### src/rtl/cp0_exc_ctrl_if.sv
// Purpose: M-stage <-> CP0 connection bundle for the exception controller.
// Signals:
//   PC_M, ExcCode_M, Delayslot_M : victim candidate from EX/MEM
//   HWInt                        : level interrupt lines (bit0 Timer0, bit1 Timer1)
//   CP0_A, CP0_WD, CP0_WE        : mfc0/mtc0 address, write data, write enable
//   ERET_M                       : eret in M
//   CP0_RD, EPC_Out              : mfc0 read data, eret target
//   Req, NPC_Exc                 : flush/redirect request and handler address
// master = pipeline side, slave = CP0 side.
interface cp0_exc_ctrl_if;
    logic [31:0] PC_M;
    logic [4:0]  ExcCode_M;
    logic        Delayslot_M;
    logic [5:0]  HWInt;
    logic [4:0]  CP0_A;
    logic [31:0] CP0_WD;
    logic        CP0_WE;
    logic        ERET_M;
    logic [31:0] CP0_RD;
    logic [31:0] EPC_Out;
    logic        Req;
    logic [31:0] NPC_Exc;

    modport master (
        output PC_M, ExcCode_M, Delayslot_M, HWInt, CP0_A, CP0_WD, CP0_WE, ERET_M,
        input  CP0_RD, EPC_Out, Req, NPC_Exc
    );

    modport slave (
        input  PC_M, ExcCode_M, Delayslot_M, HWInt, CP0_A, CP0_WD, CP0_WE, ERET_M,
        output CP0_RD, EPC_Out, Req, NPC_Exc
    );
endinterface

### src/rtl/cp0_exc_ctrl.sv
// Purpose: CP0 exception/interrupt controller. Decides each cycle whether the
// M-stage instruction is taken as a victim, updates SR/Cause/EPC on a take,
// and services mfc0/mtc0/eret from M.
// Ports:
//   clk   : clock, all state on posedge
//   reset : synchronous, active-high
//   bus   : cp0_exc_ctrl_if.slave (M-stage inputs, CP0_RD/EPC_Out/Req/NPC_Exc)
module cp0_exc_ctrl (
    input  logic clk,
    input  logic reset,
    cp0_exc_ctrl_if.slave bus
);
    localparam logic [31:0] HANDLER_PC = 32'h0000_4180;
    localparam logic [31:0] PRID_VAL   = 32'h1919_0817;

    localparam int unsigned IM_W   = 6;
    localparam int unsigned EXC_W  = 5;

    localparam logic [4:0] A_SR    = 5'd12;
    localparam logic [4:0] A_CAUSE = 5'd13;
    localparam logic [4:0] A_EPC   = 5'd14;
    localparam logic [4:0] A_PRID  = 5'd15;

    logic [IM_W-1:0]  r_sr_im;
    logic             r_sr_exl;
    logic             r_sr_ie;
    logic             r_cause_bd;
    logic [IM_W-1:0]  r_cause_ip;
    logic [EXC_W-1:0] r_cause_exc;
    logic [31:0]      r_epc;

    logic             w_int_req;
    logic             w_exc_req;
    logic             w_req;
    logic [31:0]      w_victim_pc;
    logic [31:0]      w_sr;
    logic [31:0]      w_cause;
    logic [31:0]      w_rd;

    // Take decision; interrupts use live HWInt, EXL blocks everything.
    assign w_int_req = r_sr_ie & ~r_sr_exl & (|(bus.HWInt & r_sr_im));
    assign w_exc_req = ~r_sr_exl & (bus.ExcCode_M != 5'd0);
    assign w_req     = w_int_req | w_exc_req;

    // A delay-slot victim resumes at its branch.
    assign w_victim_pc = bus.Delayslot_M ? (bus.PC_M - 32'd4) : bus.PC_M;

    assign w_sr    = {16'd0, r_sr_im, 8'd0, r_sr_exl, r_sr_ie};
    assign w_cause = {r_cause_bd, 15'd0, r_cause_ip, 3'd0, r_cause_exc, 2'd0};

    // Register state update; a take discards any same-cycle mtc0/eret.
    always_ff @(posedge clk) begin
        if (reset) begin
            r_sr_im     <= '0;
            r_sr_exl    <= 1'b0;
            r_sr_ie     <= 1'b0;
            r_cause_bd  <= 1'b0;
            r_cause_ip  <= '0;
            r_cause_exc <= '0;
            r_epc       <= '0;
        end else begin
            r_cause_ip <= bus.HWInt;
            if (w_req) begin
                r_sr_exl    <= 1'b1;
                r_cause_bd  <= bus.Delayslot_M;
                r_epc       <= w_victim_pc & 32'hFFFF_FFFC;
                r_cause_exc <= w_int_req ? EXC_W'(0) : bus.ExcCode_M;
            end else begin
                if (bus.CP0_WE) begin
                    case (bus.CP0_A)
                        A_SR: begin
                            r_sr_im  <= bus.CP0_WD[15:10];
                            r_sr_exl <= bus.CP0_WD[1];
                            r_sr_ie  <= bus.CP0_WD[0];
                        end
                        A_EPC:   r_epc <= bus.CP0_WD & 32'hFFFF_FFFC;
                        default: ;
                    endcase
                end
                if (bus.ERET_M) begin
                    r_sr_exl <= 1'b0;
                end
            end
        end
    end

    // mfc0 read mux: pre-write register contents, no bypass.
    always_comb begin
        w_rd = 32'd0;
        case (bus.CP0_A)
            A_SR:    w_rd = w_sr;
            A_CAUSE: w_rd = w_cause;
            A_EPC:   w_rd = r_epc;
            A_PRID:  w_rd = PRID_VAL;
            default: w_rd = 32'd0;
        endcase
    end

    assign bus.CP0_RD  = w_rd;
    assign bus.EPC_Out = r_epc;
    assign bus.Req     = w_req;
    assign bus.NPC_Exc = HANDLER_PC;
endmodule

### src/flat_wrapper.sv
// flat-port wrapper written by rule: the top's interface ports become plain ports
module cp0_exc_ctrl_flat 
  (clk, reset, bus_PC_M, bus_ExcCode_M, bus_Delayslot_M, bus_HWInt, bus_CP0_A, bus_CP0_WD, bus_CP0_WE, bus_ERET_M, bus_CP0_RD, bus_EPC_Out, bus_Req, bus_NPC_Exc);
  cp0_exc_ctrl_if bus_i ();
  input  logic clk;
  input  logic reset;
  input wire logic [$bits(bus_i.PC_M)-1:0] bus_PC_M;
  input wire logic [$bits(bus_i.ExcCode_M)-1:0] bus_ExcCode_M;
  input wire logic [$bits(bus_i.Delayslot_M)-1:0] bus_Delayslot_M;
  input wire logic [$bits(bus_i.HWInt)-1:0] bus_HWInt;
  input wire logic [$bits(bus_i.CP0_A)-1:0] bus_CP0_A;
  input wire logic [$bits(bus_i.CP0_WD)-1:0] bus_CP0_WD;
  input wire logic [$bits(bus_i.CP0_WE)-1:0] bus_CP0_WE;
  input wire logic [$bits(bus_i.ERET_M)-1:0] bus_ERET_M;
  output wire logic [$bits(bus_i.CP0_RD)-1:0] bus_CP0_RD;
  output wire logic [$bits(bus_i.EPC_Out)-1:0] bus_EPC_Out;
  output wire logic [$bits(bus_i.Req)-1:0] bus_Req;
  output wire logic [$bits(bus_i.NPC_Exc)-1:0] bus_NPC_Exc;
  assign bus_i.PC_M = bus_PC_M;
  assign bus_i.ExcCode_M = bus_ExcCode_M;
  assign bus_i.Delayslot_M = bus_Delayslot_M;
  assign bus_i.HWInt = bus_HWInt;
  assign bus_i.CP0_A = bus_CP0_A;
  assign bus_i.CP0_WD = bus_CP0_WD;
  assign bus_i.CP0_WE = bus_CP0_WE;
  assign bus_i.ERET_M = bus_ERET_M;
  assign bus_CP0_RD = bus_i.CP0_RD;
  assign bus_EPC_Out = bus_i.EPC_Out;
  assign bus_Req = bus_i.Req;
  assign bus_NPC_Exc = bus_i.NPC_Exc;
  cp0_exc_ctrl u_core (.clk(clk), .reset(reset), .bus(bus_i));
endmodule
### config.mk
export PLATFORM = sky130hd
export DESIGN_NAME = cp0_exc_ctrl_flat
export DESIGN_NICKNAME = d
export VERILOG_FILES = /design/src/rtl/cp0_exc_ctrl_if.sv /design/src/rtl/cp0_exc_ctrl.sv /design/src/flat_wrapper.sv
export SDC_FILE = /design/constraint.sdc
export NUM_CORES = 1
export LEC_CHECK = 0
export BUFFER_PORTS_ARGS = -buffer_cell sky130_fd_sc_hd__buf_4
export CAP_MARGIN = 20
export CORE_AREA = 4 4 91 93
export DETAILED_ROUTE_END_ITERATION = 6
export DIE_AREA = 0 0 95 97
export PLACE_DENSITY = 0.86
export SYNTH_ARGS = -nofsm -noshare
export SYNTH_HDL_FRONTEND = slang
export SYNTH_SLANG_ARGS = --single-unit
### constraint.sdc
create_clock -name clk -period 6.85 [get_ports clk]
set_clock_uncertainty 0.2 [all_clocks]
set_input_delay 1.37 -clock clk [delete_from_list [all_inputs] [get_ports clk]]
set_output_delay 1.37 -clock clk [all_outputs]
set_load 0.02 [all_outputs]
### Word-level counts from Yosys, hierarchy flattened

Index checks and enable logic that the tools add are counted.

* $add $sub $neg: 1
* equal/unequal tests: 4
* mux-type cells: 10
* bitwise operators: 7
* reduce and logical (&&, ||, !) cells: 9

Operators with widths (number)
* 32-bit two-way mux: 4
* 32-bit case mux with 4 select lines: 1
* 32-bit by 3-bit subtractor with 32-bit output, second input constant: 1
* 5-bit by 4-bit == test with 1-bit output, second input constant: 4
* 6-bit bitwise AND: 1
* 3-bit nonzero test: 2
* 6-bit OR reduction: 1
* 5-bit two-way mux: 1
* 5-bit nonzero test: 1
* 1-bit two-way mux: 4
* 2-bit AND reduction: 2
* 2-bit nonzero test: 2
* 1-bit bitwise AND: 3
* 3-bit AND reduction: 1
* 1-bit inverter: 2
* 1-bit bitwise OR: 1

* flip-flop bits (word level): 50
* bits of input ports: 85
* output and inout port bits: 97

### Longest topological paths before layout

Gate-level depths: netlist of the first run.

* depth after elaboration: 6
* gate-level depth with buffers: 7
* mapped depth without buffers: 6

### Worst setup path before layout of the first run

OpenSTA, ideal clock, no wires.

* kind: in2out
* start: in bus_HWInt[3]
* end: out bus_Req
* arrival: 2676 ps
* setup slack: 2604 ps
* stages on the path: 5
* cells stage by stage: a22o_1 o311a_1 nor2_1 inv_2 clkbuf_1

* word-level cells in the longest chain between the ends: 4

Ends and longest elaborated chain
* start: declaration: line flat_wrapper.sv:10 `input wire logic [$bits(bus_i.HWInt)-1:0] bus_HWInt;`
* 6-bit bitwise AND: line cp0_exc_ctrl.sv:41 `assign w_int_req = r_sr_ie & ~r_sr_exl & (|(bus.HWInt & r_sr_im));`
* 6-bit OR reduction: line cp0_exc_ctrl.sv:41
* 1-bit bitwise AND: line cp0_exc_ctrl.sv:41
* 1-bit bitwise OR: line cp0_exc_ctrl.sv:43 `assign w_req = w_int_req | w_exc_req;`
* end: declaration: line flat_wrapper.sv:17 `output wire logic [$bits(bus_i.Req)-1:0] bus_Req;`

No other way between the ends.

### Worst setup path in the final report of the first run

Same ends and word-level chain as after synthesis.

==> results.json, run 1 <==
{
  "synthArstFlopShare": 0,
  "p_leak_nw": 2.08,
  "antennaDiodeCount": 0,
  "fmax_mhz": 199,
  "holdWs_ns": 0.313,
  "hold_depth": 2,
  "path_clk_slew_ns": 0.09,
  "drv_cap": 0,
  "synth.yosys.seq_area_share": 0.268,
  "synth-seq-cells": 50,
  "ys_warn_count": 0,
  "ant_nets": 0,
  "core_area_sq_um": 7530,
  "critPathMaxStageDelay_ns": 0.49,
  "die_y_microns": 97,
  "wirelength_mm": 12.2,
  "vias_per_cell": 5.86,
  "grt-ovfl-total": 0,
  "initial_core_util": 0.496,
  "crit_chain": "buf_4, a22o_1, o311a_1, buf_4, nor2_1, inv_2, buf_4",
  "antenna_found_initial": 0,
  "rsz0062_at_grt": "false",
  "syn_area_per_cell_sq_um": 7.78,
  "p_per_area_nw_per_um2": 154,
  "grt_max_degree": 58,
  "multiInputGateArea_sq_um": 2420,
  "dp.cells": 686,
  "hold_path_class": "flip-flop to flip-flop",
  "cts_tree": "built",
  "p_sw_frac": 0.334,
  "fin_cells": 694,
  "synthFlopType": "dfxtp_1",
  "seqCellArea_sq_um": 1000,
  "pwr-share-comb": 0.312,
  "pre_cts_ws_ns": 1.88,
  "synthToLayoutAreaGrowth_pct": 27.9,
  "grt_use_total": 0.253,
  "clockBufferDepth": 2,
  "irDropWorstVdd_uv": 77.2,
  "final_common_cell": "buf_4",
  "setup_ws_ns": 1.83,
  "fin_tns_setup_ns": 0,
  "dr_total_vias": 4065,
  "p_clk_frac": 0.240,
  "drt_first_pass_iters": 5,
  "drtIter0Drc": 358,
  "std_cell_rows": 32,
  "grt_pass1_wl_mm": 18.7,
  "dieArea_sq_um": 9220,
  "place_area_sq_um": 4680,
  "io_pins": 182,
  "io_buffers": 145,
  "nets": 677,
  "cts_resized": 0,
  "reg2reg_depth": 6,
  "p_seq_frac": 0.448,
  "drive_above_1_share": 0.280,
  "cp-start-kind": "input pin",
  "clk_latency_ns": 0.30,
  "slew_headroom": 0.257,
  "synth_edf_count": 0,
  "slew_viol_final": 0,
  "cp_data_arrival_time_ns": 3.45,
  "setup_viol": 0,
  "finalWeightedCongestion": 0.897,
  "die_x_microns": 95,
  "final_cell_mix": "buf_4 (149), dfxtp_1 (50), and3_1 (36)",
  "p_sw_mw": 0.246,
  "wl_per_cell_microns": 17.6,
  "status": "finished, final reports clean",
  "p_int_mw": 0.490,
  "yosysUniqueCellTypes": 48,
  "synth_cells": 480,
  "cts.sinks": 50,
  "hold_buffers": 0,
  "drc_errors": 0,
  "num-fill-cells": 658,
  "dpl.hpwl_mm": 9.26,
  "cts_setup_buffers": 0,
  "cp.required_ns": 5.28,
  "fin_area_sq_um": 4770,
  "cp_slowest_cell": "nor2_1",
  "worstPathMaxFanout": 39,
  "grt_pass1_vias": 3737,
  "worstSetupEndpointType": "output pin",
  "synth_area_sq_um": 3730,
  "tightest_slew_ns": 1.11,
  "finalHoldViolCount": 0,
  "cp_common_cell": "buf_4",
  "cts_inserted_buffers": 5,
  "min_period_ns": 5.02,
  "htreeDepth": 2,
  "critPathKind": "input pin to output pin",
  "fin_crit_sh": 0.732,
  "clockRootBuffer": "clkbuf_8"
}
-- synth_stat cells, types with 11 or more instances --
cell type  number  share of area
a21boi_0       24          0.048
a21oi_1        16          0.021
a311oi_1       21          0.049
and3_1         36          0.060
buf_4          35          0.070
clkbuf_1       39          0.039
dfxtp_1        50           0.27
mux2i_1        12          0.032
nand2_1        21          0.021
nand2b_1       14          0.023
nand3_1        14          0.019
nor2_1         32          0.032
nor4_1         30          0.050
or4_1          11          0.022
-- worst max-delay path: cells and delay by family --
kind	cells	cell delay, ns
AO/OA/AOI/OAI	2	0.57
buffers and inverters	4	1.00
AND/OR/NAND/NOR	1	0.49
-- path summary, 6_finish.rpt --
kind | slack, ns | end | startpoint
worst max-delay path | 1.83 | bus_Req | bus_HWInt[3]
worst min-delay path | 0.31 | u_core.r_sr_im[3] | u_core.r_sr_im[3]
worst max register to register | 4.20 | u_core.bus.EPC_Out[26] | u_core.r_sr_im[3]
worst min register to register | 0.31 | u_core.r_sr_im[3] | u_core.r_sr_im[3]
-- metrics by stage --
step	util	power, mW
3_3_place_gp	0.622	0.556
4_1_cts	0.634	0.734
5_1_grt	0.634	0.769
6_report	0.634	0.736
2_1_floorplan	-	0.473
3_5_place_dp	0.622	0.562
-- layer usage --
layer,vias up,GRT usage,part of all wire
met5,-,0,0
met4,0,0.0644,0.013
met3,13,0.0451,0.094
met2,215,0.419,0.49
met1,1880,0.336,0.40
li1,1957,-,-
-- kinds of logic after synthesis --
group                      Yosys count  synth area share
muxes                               12            0.0322
adders and majority gates            1           0.00335
DFF                                 50             0.268
xor gates and xnor gates            11            0.0258
AOI/OAI and AO/OA                  110             0.216
other                                2           0.00201
and+or+nand+nor                    213             0.335
buffers and inverters               81             0.117
-- cell type report --
type / instances / share of cell area
sequential: 50 / 0.210
clock buffer: 7 / 0.0181
tap: 102 / 0.0267
clock inverter: 1 / 0.00105
multi-input combinational: 381 / 0.507
timing repair buffer: 149 / 0.234
inverter: 4 / 0.00314
-- registers in the layout, summed over array words and instances, names as in the netlist --
register	count
u_core.r_sr_ie	1
u_core.r_sr_im	6
u_core.r_cause_ip	6
u_core.r_cause_exc	5
u_core.r_cause_bd	1
u_core.bus.EPC_Out	30
u_core.r_sr_exl	1
-- power by group through the flow --
stage               logic [mW]  registers, mW  clock network [mW]
finish                   0.230          0.330               0.177
global route             0.247          0.333               0.189
CTS                      0.227          0.329               0.178
detailed placement       0.226          0.336                   0
global placement         0.221          0.335                   0
floorplan                0.122          0.351                   0
No activity file was read; power rests on OpenSTA's default activity.
==> run 2: changes to the inputs <==
- ABC_AREA: default -> 1
- CORE_AREA: 4 4 91 93 -> 4 4 99 101
- DIE_AREA: 0 0 95 97 -> 0 0 103 105
- PLACE_DENSITY: 0.86 -> 0.77
- clock period: 6.85 -> 4.3 ns (I/O delays scaled with it)
==> run 2 against run 1 <==
Flip-flop and latch count stayed put. Routed wire length down 2.5%. Die area increased by 17%. Power is 65% higher. Via count up 0.34%. Combinational power increased by 59%. Sequential power increased by 58%. Setup slack lost 0.68 ns. Cell area is 0.42% higher. Non-clock buffer count fell by 3. Global-route usage decreased by 3.7 points. Critical path type unchanged. Highest routed layer unchanged.
==> results.json, run 2 <==
{
  "status": "finished, final reports clean",
  "p_leak_nw": 2.37,
  "io_buffers": 145,
  "yosysUniqueCellTypes": 40,
  "grt_pass1_vias": 3915,
  "fin_tns_setup_ns": 0,
  "initial_core_util": 0.418,
  "synth.top_cell.area_share": 0.265,
  "largest_reg_flops": 30,
  "irDropWorstVdd_uv": 145,
  "p_per_area_nw_per_um2": 253,
  "cts_tree": "built",
  "path_clk_slew_ns": 0.09,
  "finalHoldViolCount": 0,
  "hp-start": "u_core.r_cause_exc[0]",
  "wirelength_mm": 11.9,
  "cts_inserted_buffers": 5,
  "tightest_slew_ns": 0.622,
  "synthArstFlopShare": 0,
  "synth_area_leaders": "dfxtp_1 (27%), nand2_1 (16%), buf_4 (7.4%), nor2_1 (7.0%), inv_1 (5.9%)",
  "grt_pass1_wl_mm": 18.9,
  "synth.yosys.seq_area_share": 0.265,
  "cp-start-kind": "input pin",
  "drv_cap": 0,
  "finalWeightedCongestion": 0.921,
  "drtIter0Drc": 169,
  "core_area_sq_um": 9020,
  "slew_viol_final": 0,
  "clockBufferDepth": 2,
  "yosysMostFrequentCell": "nand2_1",
  "cts_setup_buffers": 0,
  "antennaDiodeCount": 0,
  "nets": 804,
  "worstSetupEndpointType": "output pin",
  "grt_use_total": 0.216,
  "fin_cells": 830,
  "grt.busiest_layer": "met2",
  "yosysTopAreaCell": "dfxtp_1",
  "cts.sinks": 50,
  "crit_chain": "buf_4, nand2_1, and3_1, nand2_2, nand2_4, nand2_4, buf_4",
  "pre_cts_ws_ns": 1.16,
  "dpl.hpwl_mm": 9.48,
  "min_to": "u_core.r_cause_exc[0]",
  "grt_use_met1": 0.292,
  "holdWs_ns": 0.273,
  "setup_ws_ns": 1.15,
  "fmax_mhz": 318,
  "synth-seq-cells": 50,
  "met3_usage": 0.0300,
  "vias_per_cell": 4.91,
  "std_cell_rows": 35,
  "clockRootBuffer": "clkbuf_8",
  "min_period_ns": 3.15,
  "syn_area_per_cell_sq_um": 6.39,
  "drt_first_pass_iters": 5,
  "cts_resized": 0,
  "rrSetupSlack_ns": 1.85,
  "r2r_end": "u_core.bus.EPC_Out[4]",
  "dieArea_sq_um": 10800,
  "critPathMaxStageDelay_ns": 0.47,
  "drc_errors": 0,
  "die_x_microns": 103,
  "synth_edf_count": 0,
  "reg2reg_depth": 8,
  "fin_crit_sh": 0.732,
  "hold_path_class": "flip-flop to flip-flop",
  "hold_depth": 2,
  "cp.required_ns": 3.24,
  "grt-ovfl-total": 0,
  "worstPathMaxFanout": 48,
  "final_cell_mix": "nand2_1 (162), buf_4 (146), nor2_1 (70)",
  "setup_viol": 0,
  "slew_headroom": 0.586,
  "cp_slowest_cell": "nand2_4",
  "die_y_microns": 105,
  "synthToLayoutAreaGrowth_pct": 27.1,
  "grt_max_degree": 49,
  "hold_buffers": 0,
  "clk_latency_ns": 0.30,
  "cp_data_arrival_time_ns": 2.09,
  "dp.cells": 822,
  "dr_total_vias": 4079,
  "synth_cells": 591,
  "drive_above_1_share": 0.273,
  "antenna_found_initial": 0,
  "htreeDepth": 2,
  "ys_warn_count": 0,
  "grt_use_met2": 0.358,
  "rsz0062_at_grt": "false",
  "final_common_cell": "nand2_1",
  "r2r_start": "u_core.r_sr_im[4]",
  "wl_per_cell_microns": 14.4,
  "io_pins": 182,
  "synthTopCellsByCount": "nand2_1 (162), nor2_1 (70), inv_1 (59)",
  "ant_nets": 0,
  "synthFlopType": "dfxtp_1",
  "synth_area_sq_um": 3770,
  "critPathKind": "input pin to output pin"
}
## run 2: cell count changes after synthesis, sizes merged, moves of 14 or more
cell    before  now
clkbuf      39    7
nand2b      14    0
and3        36    2
a311oi      21    0
nor4        32    1
nand3       14   32
a21boi      24    0
inv          4   65
a21oi       16   31
o21ai       10   43
nand2       21  168
nor2        32   90
## run 2: through the flow
stage          power [mW]   util  cell area, sq um
3_5_place_dp        0.896  0.519              4680
3_3_place_gp        0.891  0.519              4680
6_report             1.22  0.531              4790
4_1_cts              1.22  0.531              4790
2_1_floorplan       0.772      -              3890
5_1_grt              1.28  0.531              4790
## run 2: final cells by class
cell class	instances	area, sq um
clock buffers	6	72.6
repair buffers	146	1100
inverters	65	244
fillers	919	4230
well taps	111	139
clock inverters	2	37.5
flip-flops and latches	50	1000
multi-input cells	450	2200
## run 2: cells by family (layout without fill, tap and decap cells)
group                    after synthesis  after routing  synth area share
AND/OR/NAND/NOR                      308            308             0.368
adder cells (fa/ha/maj)                1              1           0.00332
other                                  2             34           0.00199
XOR/XNOR                              17             17            0.0395
AO/OA/AOI/OAI                         90             90             0.140
buffers and inverters                123            219             0.182
flip-flops                            50             50             0.265
## run 2: worst max-delay path, delay by kind of cell
kind | cells | cell delay (ns)
simple gates | 5 | 0.86
buf+inv | 2 | 0.34
## run 2: how the worst max path moves through the flow
stage                       from             end  slack (ns)  depth (start not counted)
floorplan           bus_CP0_A[0]  bus_CP0_RD[11]        1.37                          7
global placement    bus_HWInt[2]         bus_Req        1.16                          7
detailed placement  bus_HWInt[2]         bus_Req        1.16                          7
CTS                 bus_HWInt[2]         bus_Req        1.15                          7
global route        bus_CP0_A[0]  bus_CP0_RD[11]        1.02                          7
finish              bus_HWInt[2]         bus_Req        1.15                          7
## run 2: where the power goes
group / total (mW) / switching [mW] / internal, mW
Combinational: 0.365 / 0.224 / 0.141
Sequential: 0.522 / 0.0234 / 0.498
Clock: 0.328 / 0.155 / 0.174
## run 2: routing by layer
layer | vias to the layer above | part of all wire
li1 | 2046 | -
met3 | 17 | 0.077
met4 | 0 | 0.016
met1 | 1842 | 0.44
met2 | 174 | 0.47
met5 | - | 0
